[src/rtl/serial_word_rx_if.sv]
// serial_word_rx_if -- bundles the serial-side and read-side signals of
// serial_word_rx.
//
// Parameter
//   WIDTH     received word width in bits (2..16)
// Signals
//   en        bit strobe; sin/start/dir are only looked at when en=1
//   sin       serial data bit
//   start     first bit of a frame (when en=1)
//   dir       bit order, 0 = MSB-first, 1 = LSB-first (taken from start bit)
//   rd_ready  consumer accepts q
//   clr_ovr   synchronous clear of the overrun flag
//   q         last completed word
//   q_valid   q holds an unconsumed word
//   busy      a frame is being received
//   overrun   sticky: a completed word was dropped
//   bit_cnt   bits captured so far in the current frame
//   dbg_state raw FSM state (0 = IDLE, 1 = RECV)
//
// Read handshake: a word moves to the consumer on every rising edge where
// q_valid=1 and rd_ready=1. q_valid never drops without that transfer
// (or a reset), and rd_ready while q_valid=0 does nothing.
interface serial_word_rx_if #(
  parameter int WIDTH = 4
);
  logic             en;
  logic             sin;
  logic             start;
  logic             dir;
  logic             rd_ready;
  logic             clr_ovr;
  logic [WIDTH-1:0] q;
  logic             q_valid;
  logic             busy;
  logic             overrun;
  logic [4:0]       bit_cnt;
  logic             dbg_state;

  modport master (
    output en, sin, start, dir, rd_ready, clr_ovr,
    input  q, q_valid, busy, overrun, bit_cnt, dbg_state
  );

  modport slave (
    input  en, sin, start, dir, rd_ready, clr_ovr,
    output q, q_valid, busy, overrun, bit_cnt, dbg_state
  );
endinterface

[src/rtl/serial_word_rx.sv]
// serial_word_rx -- deserialises WIDTH-bit frames from a strobed serial
// input into a single-entry output register with a valid/ready read side.
//
// Ports
//   clk    clock, all state updates on its rising edge
//   clr_n  asynchronous active-low reset
//   bus    serial_word_rx_if.slave (see the interface for signal meanings)
//
// A frame begins with a start-marked bit (en=1, start=1); every later bit
// with en=1 shifts in. When the WIDTH-th bit arrives the word completes on
// that same edge and the FSM drops back to IDLE. A start bit seen in RECV
// silently restarts the frame.
module serial_word_rx #(
  parameter int WIDTH = 4
) (
  input  logic                clk,
  input  logic                clr_n,
  serial_word_rx_if.slave     bus
);

  typedef enum logic {
    IDLE = 1'b0,
    RECV = 1'b1
  } state_t;

  state_t           state_q, state_d;
  logic [WIDTH-1:0] sr_q, sr_d;
  logic [4:0]       cnt_q, cnt_d;
  logic             dir_q, dir_d;
  logic [WIDTH-1:0] q_q, q_d;
  logic             qv_q, qv_d;
  logic             ovr_q, ovr_d;
  logic             done;
  logic             load;
  logic             ovr_ev;

  // Frame FSM and shift register.
  always_comb begin
    state_d = state_q;
    sr_d    = sr_q;
    cnt_d   = cnt_q;
    dir_d   = dir_q;
    done    = 1'b0;
    if (bus.en) begin
      if (bus.start) begin
        // New frame from either state: earlier partial bits are cleared so
        // nothing from an aborted frame can leak into this one.
        dir_d   = bus.dir;
        sr_d    = bus.dir ? {bus.sin, {(WIDTH-1){1'b0}}}
                          : {{(WIDTH-1){1'b0}}, bus.sin};
        cnt_d   = 5'd1;
        state_d = RECV;
      end else if (state_q == RECV) begin
        sr_d = dir_q ? {bus.sin, sr_q[WIDTH-1:1]}
                     : {sr_q[WIDTH-2:0], bus.sin};
        if (cnt_q == 5'(WIDTH-1)) begin
          done    = 1'b1;
          cnt_d   = 5'd0;
          state_d = IDLE;
        end else begin
          cnt_d = cnt_q + 5'd1;
        end
      end
    end
  end

  // Output register: a completed word loads when the slot is free or being
  // drained on the same edge; otherwise it is dropped and flagged.
  always_comb begin
    load   = done && (!qv_q || bus.rd_ready);
    ovr_ev = done && qv_q && !bus.rd_ready;
    q_d    = load ? sr_d : q_q;
    if (load) begin
      qv_d = 1'b1;
    end else if (qv_q && bus.rd_ready) begin
      qv_d = 1'b0;
    end else begin
      qv_d = qv_q;
    end
    // A drop on the same edge as clr_ovr wins, so no event is ever lost.
    if (ovr_ev) begin
      ovr_d = 1'b1;
    end else if (bus.clr_ovr) begin
      ovr_d = 1'b0;
    end else begin
      ovr_d = ovr_q;
    end
  end

  always_ff @(posedge clk or negedge clr_n) begin
    if (!clr_n) begin
      state_q <= IDLE;
      sr_q    <= '0;
      cnt_q   <= 5'd0;
      dir_q   <= 1'b0;
      q_q     <= '0;
      qv_q    <= 1'b0;
      ovr_q   <= 1'b0;
    end else begin
      state_q <= state_d;
      sr_q    <= sr_d;
      cnt_q   <= cnt_d;
      dir_q   <= dir_d;
      q_q     <= q_d;
      qv_q    <= qv_d;
      ovr_q   <= ovr_d;
    end
  end

  assign bus.q         = q_q;
  assign bus.q_valid   = qv_q;
  assign bus.busy      = (state_q == RECV);
  assign bus.overrun   = ovr_q;
  assign bus.bit_cnt   = cnt_q;
  assign bus.dbg_state = state_q;

endmodule

[src/flat_wrapper.sv]
// flat-port wrapper written by rule: the top's interface ports become plain ports
module serial_word_rx_flat 
#(
  parameter int WIDTH = 4
)
  (clk, clr_n, bus_en, bus_sin, bus_start, bus_dir, bus_rd_ready, bus_clr_ovr, bus_q, bus_q_valid, bus_busy, bus_overrun, bus_bit_cnt, bus_dbg_state);
  serial_word_rx_if #(.WIDTH(WIDTH)) bus_i ();
  input  logic clk;
  input  logic clr_n;
  input wire logic [$bits(bus_i.en)-1:0] bus_en;
  input wire logic [$bits(bus_i.sin)-1:0] bus_sin;
  input wire logic [$bits(bus_i.start)-1:0] bus_start;
  input wire logic [$bits(bus_i.dir)-1:0] bus_dir;
  input wire logic [$bits(bus_i.rd_ready)-1:0] bus_rd_ready;
  input wire logic [$bits(bus_i.clr_ovr)-1:0] bus_clr_ovr;
  output wire logic [$bits(bus_i.q)-1:0] bus_q;
  output wire logic [$bits(bus_i.q_valid)-1:0] bus_q_valid;
  output wire logic [$bits(bus_i.busy)-1:0] bus_busy;
  output wire logic [$bits(bus_i.overrun)-1:0] bus_overrun;
  output wire logic [$bits(bus_i.bit_cnt)-1:0] bus_bit_cnt;
  output wire logic [$bits(bus_i.dbg_state)-1:0] bus_dbg_state;
  assign bus_i.en = bus_en;
  assign bus_i.sin = bus_sin;
  assign bus_i.start = bus_start;
  assign bus_i.dir = bus_dir;
  assign bus_i.rd_ready = bus_rd_ready;
  assign bus_i.clr_ovr = bus_clr_ovr;
  assign bus_q = bus_i.q;
  assign bus_q_valid = bus_i.q_valid;
  assign bus_busy = bus_i.busy;
  assign bus_overrun = bus_i.overrun;
  assign bus_bit_cnt = bus_i.bit_cnt;
  assign bus_dbg_state = bus_i.dbg_state;
  serial_word_rx #(.WIDTH(WIDTH)) u_core (.clk(clk), .clr_n(clr_n), .bus(bus_i));
endmodule
[config.mk]
export PLATFORM = sky130hd
export DESIGN_NAME = serial_word_rx_flat
export DESIGN_NICKNAME = d
export VERILOG_FILES = /design/src/rtl/serial_word_rx_if.sv /design/src/rtl/serial_word_rx.sv /design/src/flat_wrapper.sv
export SDC_FILE = /design/constraint.sdc
export NUM_CORES = 1
export LEC_CHECK = 0
export CAP_MARGIN = 10
export CORE_MARGIN = 10
export CORE_UTILIZATION = 45
export CTS_BUF_LIST = sky130_fd_sc_hd__clkbuf_4 sky130_fd_sc_hd__clkbuf_8
export CTS_CLUSTER_DIAMETER = 120
export CTS_CLUSTER_SIZE = 24
export DETAILED_ROUTE_END_ITERATION = 7
export PLACE_DENSITY = 0.76
export SLEW_MARGIN = 20
export SYNTH_ARGS = -nofsm -noshare
export SYNTH_HDL_FRONTEND = slang
export SYNTH_SLANG_ARGS = --single-unit
[constraint.sdc]
create_clock -name clk -period 2.2 [get_ports clk]
set_clock_uncertainty 0.15 [all_clocks]
set_input_delay 0.44 -clock clk [delete_from_list [all_inputs] [get_ports clk]]
set_output_delay 0.44 -clock clk [all_outputs]
set_load 0.01 [all_outputs]
After elaboration in Yosys (flattened, before gate mapping)
Cells that the tools add are included.
{"block": "classes", "n_mux": 19, "n_addsub": 1, "n_eq_ne": 1, "reduce_logical": 12}
{"operator": "two-way mux 4 bit", "count": 5}
{"operator": "two-way mux 5 bit", "count": 3}
{"operator": "two-way mux 1 bit", "count": 11}
{"operator": "nonzero test 2 bit", "count": 3}
{"operator": "adder 5 x 1 -> 5 bit, second input constant", "count": 1}
{"operator": "equality test 5 x 2 -> 1 bit, second input constant", "count": 1}
{"operator": "logical AND 1 bit", "count": 4}
{"operator": "AND reduction 2 bit", "count": 2}
{"operator": "zero test 1 bit", "count": 2}
{"operator": "logical OR 1 bit", "count": 1}
{"block": "word_totals", "reg_bits": 17, "word_cells": 40, "out_inout_bits": 13, "in_bits": 8}

Longest topological paths before layout
{"block": "logic_depth", "word_depth": 8, "ltp_mapped": 5, "ltp_nobuf": 4}

Worst setup path before layout
Ideal clock, no wire load.
{"block": "synth_path", "kind": "reg-to-reg", "startpoint": "register u_core.cnt_q[0] (netlist: u_core.bus.bit_cnt[0])", "endpoint": "register u_core.q_q[3] (netlist: u_core.bus.q[3])", "path_stages_with_launch": 6, "path_buffers": 1, "synth_period_minus_slack_ns": 1.886, "required_time_ns": 1.914, "path_slack_ns": 0.314, "t_arrival_ns": 1.600, "setup_ns": 0.136, "path_cell_list": "dfrtp_1 > ha_1 > or4b_4 > buf_2 > o31ai_1 > o41ai_2"}
{"block": "synth_between", "elab_chain_cells": 6}
{"item": "from (decl)", "line": "serial_word_rx.sv:28", "text": "logic [4:0] cnt_q, cnt_d;"}
{"item": "from (signal assigned)", "line": "serial_word_rx.sv:102", "text": "cnt_q <= cnt_d;"}
{"item": "equality test 5 x 2 -> 1 bit", "line": "serial_word_rx.sv:56", "text": "if (cnt_q == 5'(WIDTH-1)) begin"}
{"item": "two-way mux 1 bit", "line": "serial_word_rx.sv:56"}
{"item": "two-way mux 1 bit", "line": "serial_word_rx.sv:53", "text": "end else if (state_q == RECV) begin"}
{"item": "two-way mux 1 bit", "line": "serial_word_rx.sv:45", "text": "if (bus.start) begin"}
{"item": "two-way mux 1 bit", "line": "serial_word_rx.sv:44", "text": "if (bus.en) begin"}
{"item": "logical AND 1 bit", "line": "serial_word_rx.sv:70", "text": "load = done && (!qv_q || bus.rd_ready);"}
{"item": "to (signal assigned)", "line": "serial_word_rx.sv:104", "text": "q_q <= q_d;"}
{"item": "to (decl)", "line": "serial_word_rx.sv:30", "text": "logic [WIDTH-1:0] q_q, q_d;"}
No other way between the ends.
A chain may end at the register's enable or synchronous reset.

Worst setup path after layout
{"block": "layout_path", "startpoint": "register u_core.state_q (netlist: u_core.bus.busy)", "endpoint": "output port bus_busy"}
{"item": "from (decl)", "line": "serial_word_rx.sv:26", "text": "state_t state_q, state_d;"}
{"item": "from (signal assigned)", "line": "serial_word_rx.sv:100", "text": "state_q <= state_d;"}
{"item": "to (decl)", "line": "flat_wrapper.sv:18", "text": "output wire logic [$bits(bus_i.busy)-1:0] bus_busy;"}
No word-level cell between the ends.

==> flow_metrics.py <==
metrics = {
    "run_status": {
        "status": "finished, final reports clean",
    },
    "detailed_routing": {
        "drc": 0,
        "vias": 761,
        "finalWirelength_um": 2040,
        "wl_per_cell_um": 14.7,
        "dr.pass1.iters": 4,
        "drtIter0Drc": 17,
        "ant_nets": 0,
        "viasPerCell": 5.47,
    },
    "power_and_ir_drop": {
        "power.leakage_nw": 0.504,
        "ir_drop_mv": 0.563,
        "p_per_area_nw_per_um2": 1010,
        "total_power_mw": 1.19,
    },
    "setup_path": {
        "crit_type": "flop to output pin",
        "critPathLaunchType": "flop",
        "r2r_cells": 5,
        "slowest_stage": "clkdlybuf4s50_1",
        "crit_required_ns": 1.61,
        "cp-end-kind": "output pin",
        "crit_buf_inv": 1,
        "critical-path-top-delay-family": "buffers and inverters",
        "critical_path.cell_chain": "clkdlybuf4s50_1",
        "cp.depth": 1,
        "cpPeakStageDelay_ns": 0.63,
        "arrival_ns": 1.51,
        "path_max_fanout": 15,
    },
    "synthesis": {
        "synthXorXnorAreaFrac": 0,
        "synth_area_per_cell_um2": 10.2,
        "synth_mux_area_frac": 0.0566,
        "ys_ff_latch": 17,
        "synth_area_um2": 907,
        "synth_compound_area_frac": 0.219,
        "synth_edf_count": 0,
        "synth-simple-area-share": 0.185,
        "synth.net_count": 98,
        "synth_top_family_by_area": "compound AO/OA/AOI/OAI gates",
        "ys_seq_area_frac": 0.469,
        "synthCells": 89,
        "ys_warn_count": 0,
        "synth_ff_type": "dfrtp_1",
        "ys_types": 32,
        "async_flop_share": 1.00,
        "synthAdderAreaFrac": 0.0138,
    },
    "placed_design": {
        "detailed_place_hpwl_um": 1550,
        "placed_cell_area_um2": 1150,
        "place_ws_ns": 0.139,
        "gp_congestion": 0.888,
        "io_buffers": 20,
        "dp_cells": 135,
    },
    "cells_and_area": {
        "syn_to_final_growth_pct": 29.8,
        "stdcell_count": 139,
        "layout.nets": 122,
        "multi_input_area_um2": 430,
        "n_antenna_cell": 0,
        "fin_util": 0.606,
        "n_fill_cell": 171,
        "final_layout_size_suffix_gt1_frac": 0.152,
        "regArea_um2": 425,
        "design_area_um2": 1180,
    },
    "sta": {
        "setup_viol_count_final": 0,
        "holdWs_ns": 0.315,
        "maxSlewHeadroom": 0.686,
        "timing.fmax_ghz": 0.475,
        "fin_ws_ns": 0.0955,
        "fin_crit_ns": 2.10,
        "drv_slew": 0,
        "worst_pin_slew_ns": 0.467,
        "hold_viol": 0,
        "tns_ns": 0,
        "fin_crit_sh": 0.957,
        "grt_setup_unrepaired": "no",
    },
    "global_routing": {
        "overflow": 0,
        "grtUsageTotal": 0.105,
        "grt_max_degree": 18,
        "grt_pass1_wl_um": 3610,
        "antenna_found_initial": 0,
        "grt_pass1_vias": 799,
    },
    "clock_network": {
        "htreeDepth": 1,
        "path_clk_slew_ns": 0.10,
        "cts_root_buf": "clkbuf_4",
        "cts_buffers": 3,
        "clock_latency_ns": 0.29,
        "cts.path.max_buffers": 2,
        "cts_tree": "done",
        "postCtsSetupRepairBufs": 0,
        "ctsResizeCount": 0,
        "clock-sinks": 17,
        "cts_hold_buf": 0,
    },
    "floorplanning": {
        "coreArea_um2": 1940,
        "initial_core_util": 0.467,
        "fp.dieW_um": 64.9,
        "fp-row-count": 16,
        "die-area_um2": 4210,
        "die_h_um": 64.9,
        "ios": 21,
    },
    "min_path": {
        "min_path_type": "primary input to async pin",
    },
    "run": {
        "drv_cap": 0,
    },
}
-- routing by layer --
| layer | vias to the layer above | GRT usage | part of all wire |
|---|---|---|---|
| li1 | 374 | - | - |
| met4 | 0 | 0.0401 | 0.010 |
| met2 | 22 | 0.160 | 0.46 |
| met1 | 363 | 0.129 | 0.47 |
| met3 | 2 | 0.0430 | 0.064 |
| met5 | - | 0 | 0 |
-- layout make-up --
class / instances / area share
clock buffers: 3 / 0.0191
clock inverters: 1 / 0.00425
inverters: 6 / 0.0191
multi-input cells: 60 / 0.366
flip-flops and latches: 17 / 0.361
well taps: 27 / 0.0287
repair buffers: 25 / 0.202
-- report_power, final --
group / switching, mW / internal (mW)
Clock: 0.0948 / 0.0675
Sequential: 0.114 / 0.409
Combinational: 0.216 / 0.289
-- flip-flops by register name (all words and copies together) (netlist names) --
register and count:
u_core.bus.q_valid 1, u_core.dir_q 1, u_core.sr_q 4, u_core.bus.busy 1, u_core.bus.overrun 1, u_core.bus.q 4, u_core.bus.bit_cnt 5
-- layout by cell type (no fill, tap or decap), drive strengths merged, types with 2 or more instances in the layout --
cell type,n
a31oi,3
inv,6
o31ai,3
clkbuf,3
or2,2
o21ai,6
nor3,2
nor2b,5
a21oi,3
clkdlybuf4s50,20
dfrtp,17
nand4,2
o31a,2
o2bb2ai,5
buf,5
nand3b,2
nand2,7
mux2i,4
-- synthesized netlist by cell type, types with 2 or more instances --
cell / instances / area (um2)
a21oi_1: 3 / 15.0
inv_1: 6 / 22.5
clkbuf_1: 3 / 11.3
nand3b_1: 2 / 15.0
mux2i_1: 4 / 40.0
or2_2: 2 / 12.5
o31a_1: 2 / 17.5
o31ai_1: 3 / 22.5
buf_2: 2 / 10.0
nand4_1: 2 / 12.5
nor3_1: 2 / 10.0
o2bb2ai_1: 5 / 43.8
nor2b_1: 5 / 31.3
o21ai_0: 6 / 30.0
dfrtp_1: 17 / 425
nand2_1: 7 / 26.3
a31oi_1: 3 / 18.8
-- cells by family after synthesis --
logic type | after synthesis
AOI/OAI and AO/OA | 27
adders and majority gates | 1
buffers and inverters | 12
and+or+nand+nor | 27
muxes | 5
DFF | 17
-- final timing paths --
| kind | end | slack (ns) | startpoint |
|---|---|---|---|
| worst max-delay path | bus_busy | 0.1 | u_core.bus.busy$_DFFE_PN0P_ |
| worst min-delay path | u_core.bus.q[1]$_DFFE_PN0P_ | 0.31 | clr_n |
| worst max register to register | u_core.bus.q[3]$_DFFE_PN0P_ | 0.21 | u_core.bus.bit_cnt[0]$_DFFE_PN0P_ |
| worst min register to register | u_core.bus.q[3]$_DFFE_PN0P_ | 0.38 | u_core.bus.q[3]$_DFFE_PN0P_ |
| max in group asynchronous | u_core.sr_q[0]$_DFF_PN0_ | 1.39 | clr_n |
| min in group clk | u_core.bus.q[3]$_DFFE_PN0P_ | 0.38 | u_core.bus.q[3]$_DFFE_PN0P_ |
Note: power is estimated with default switching activity, not from simulation.
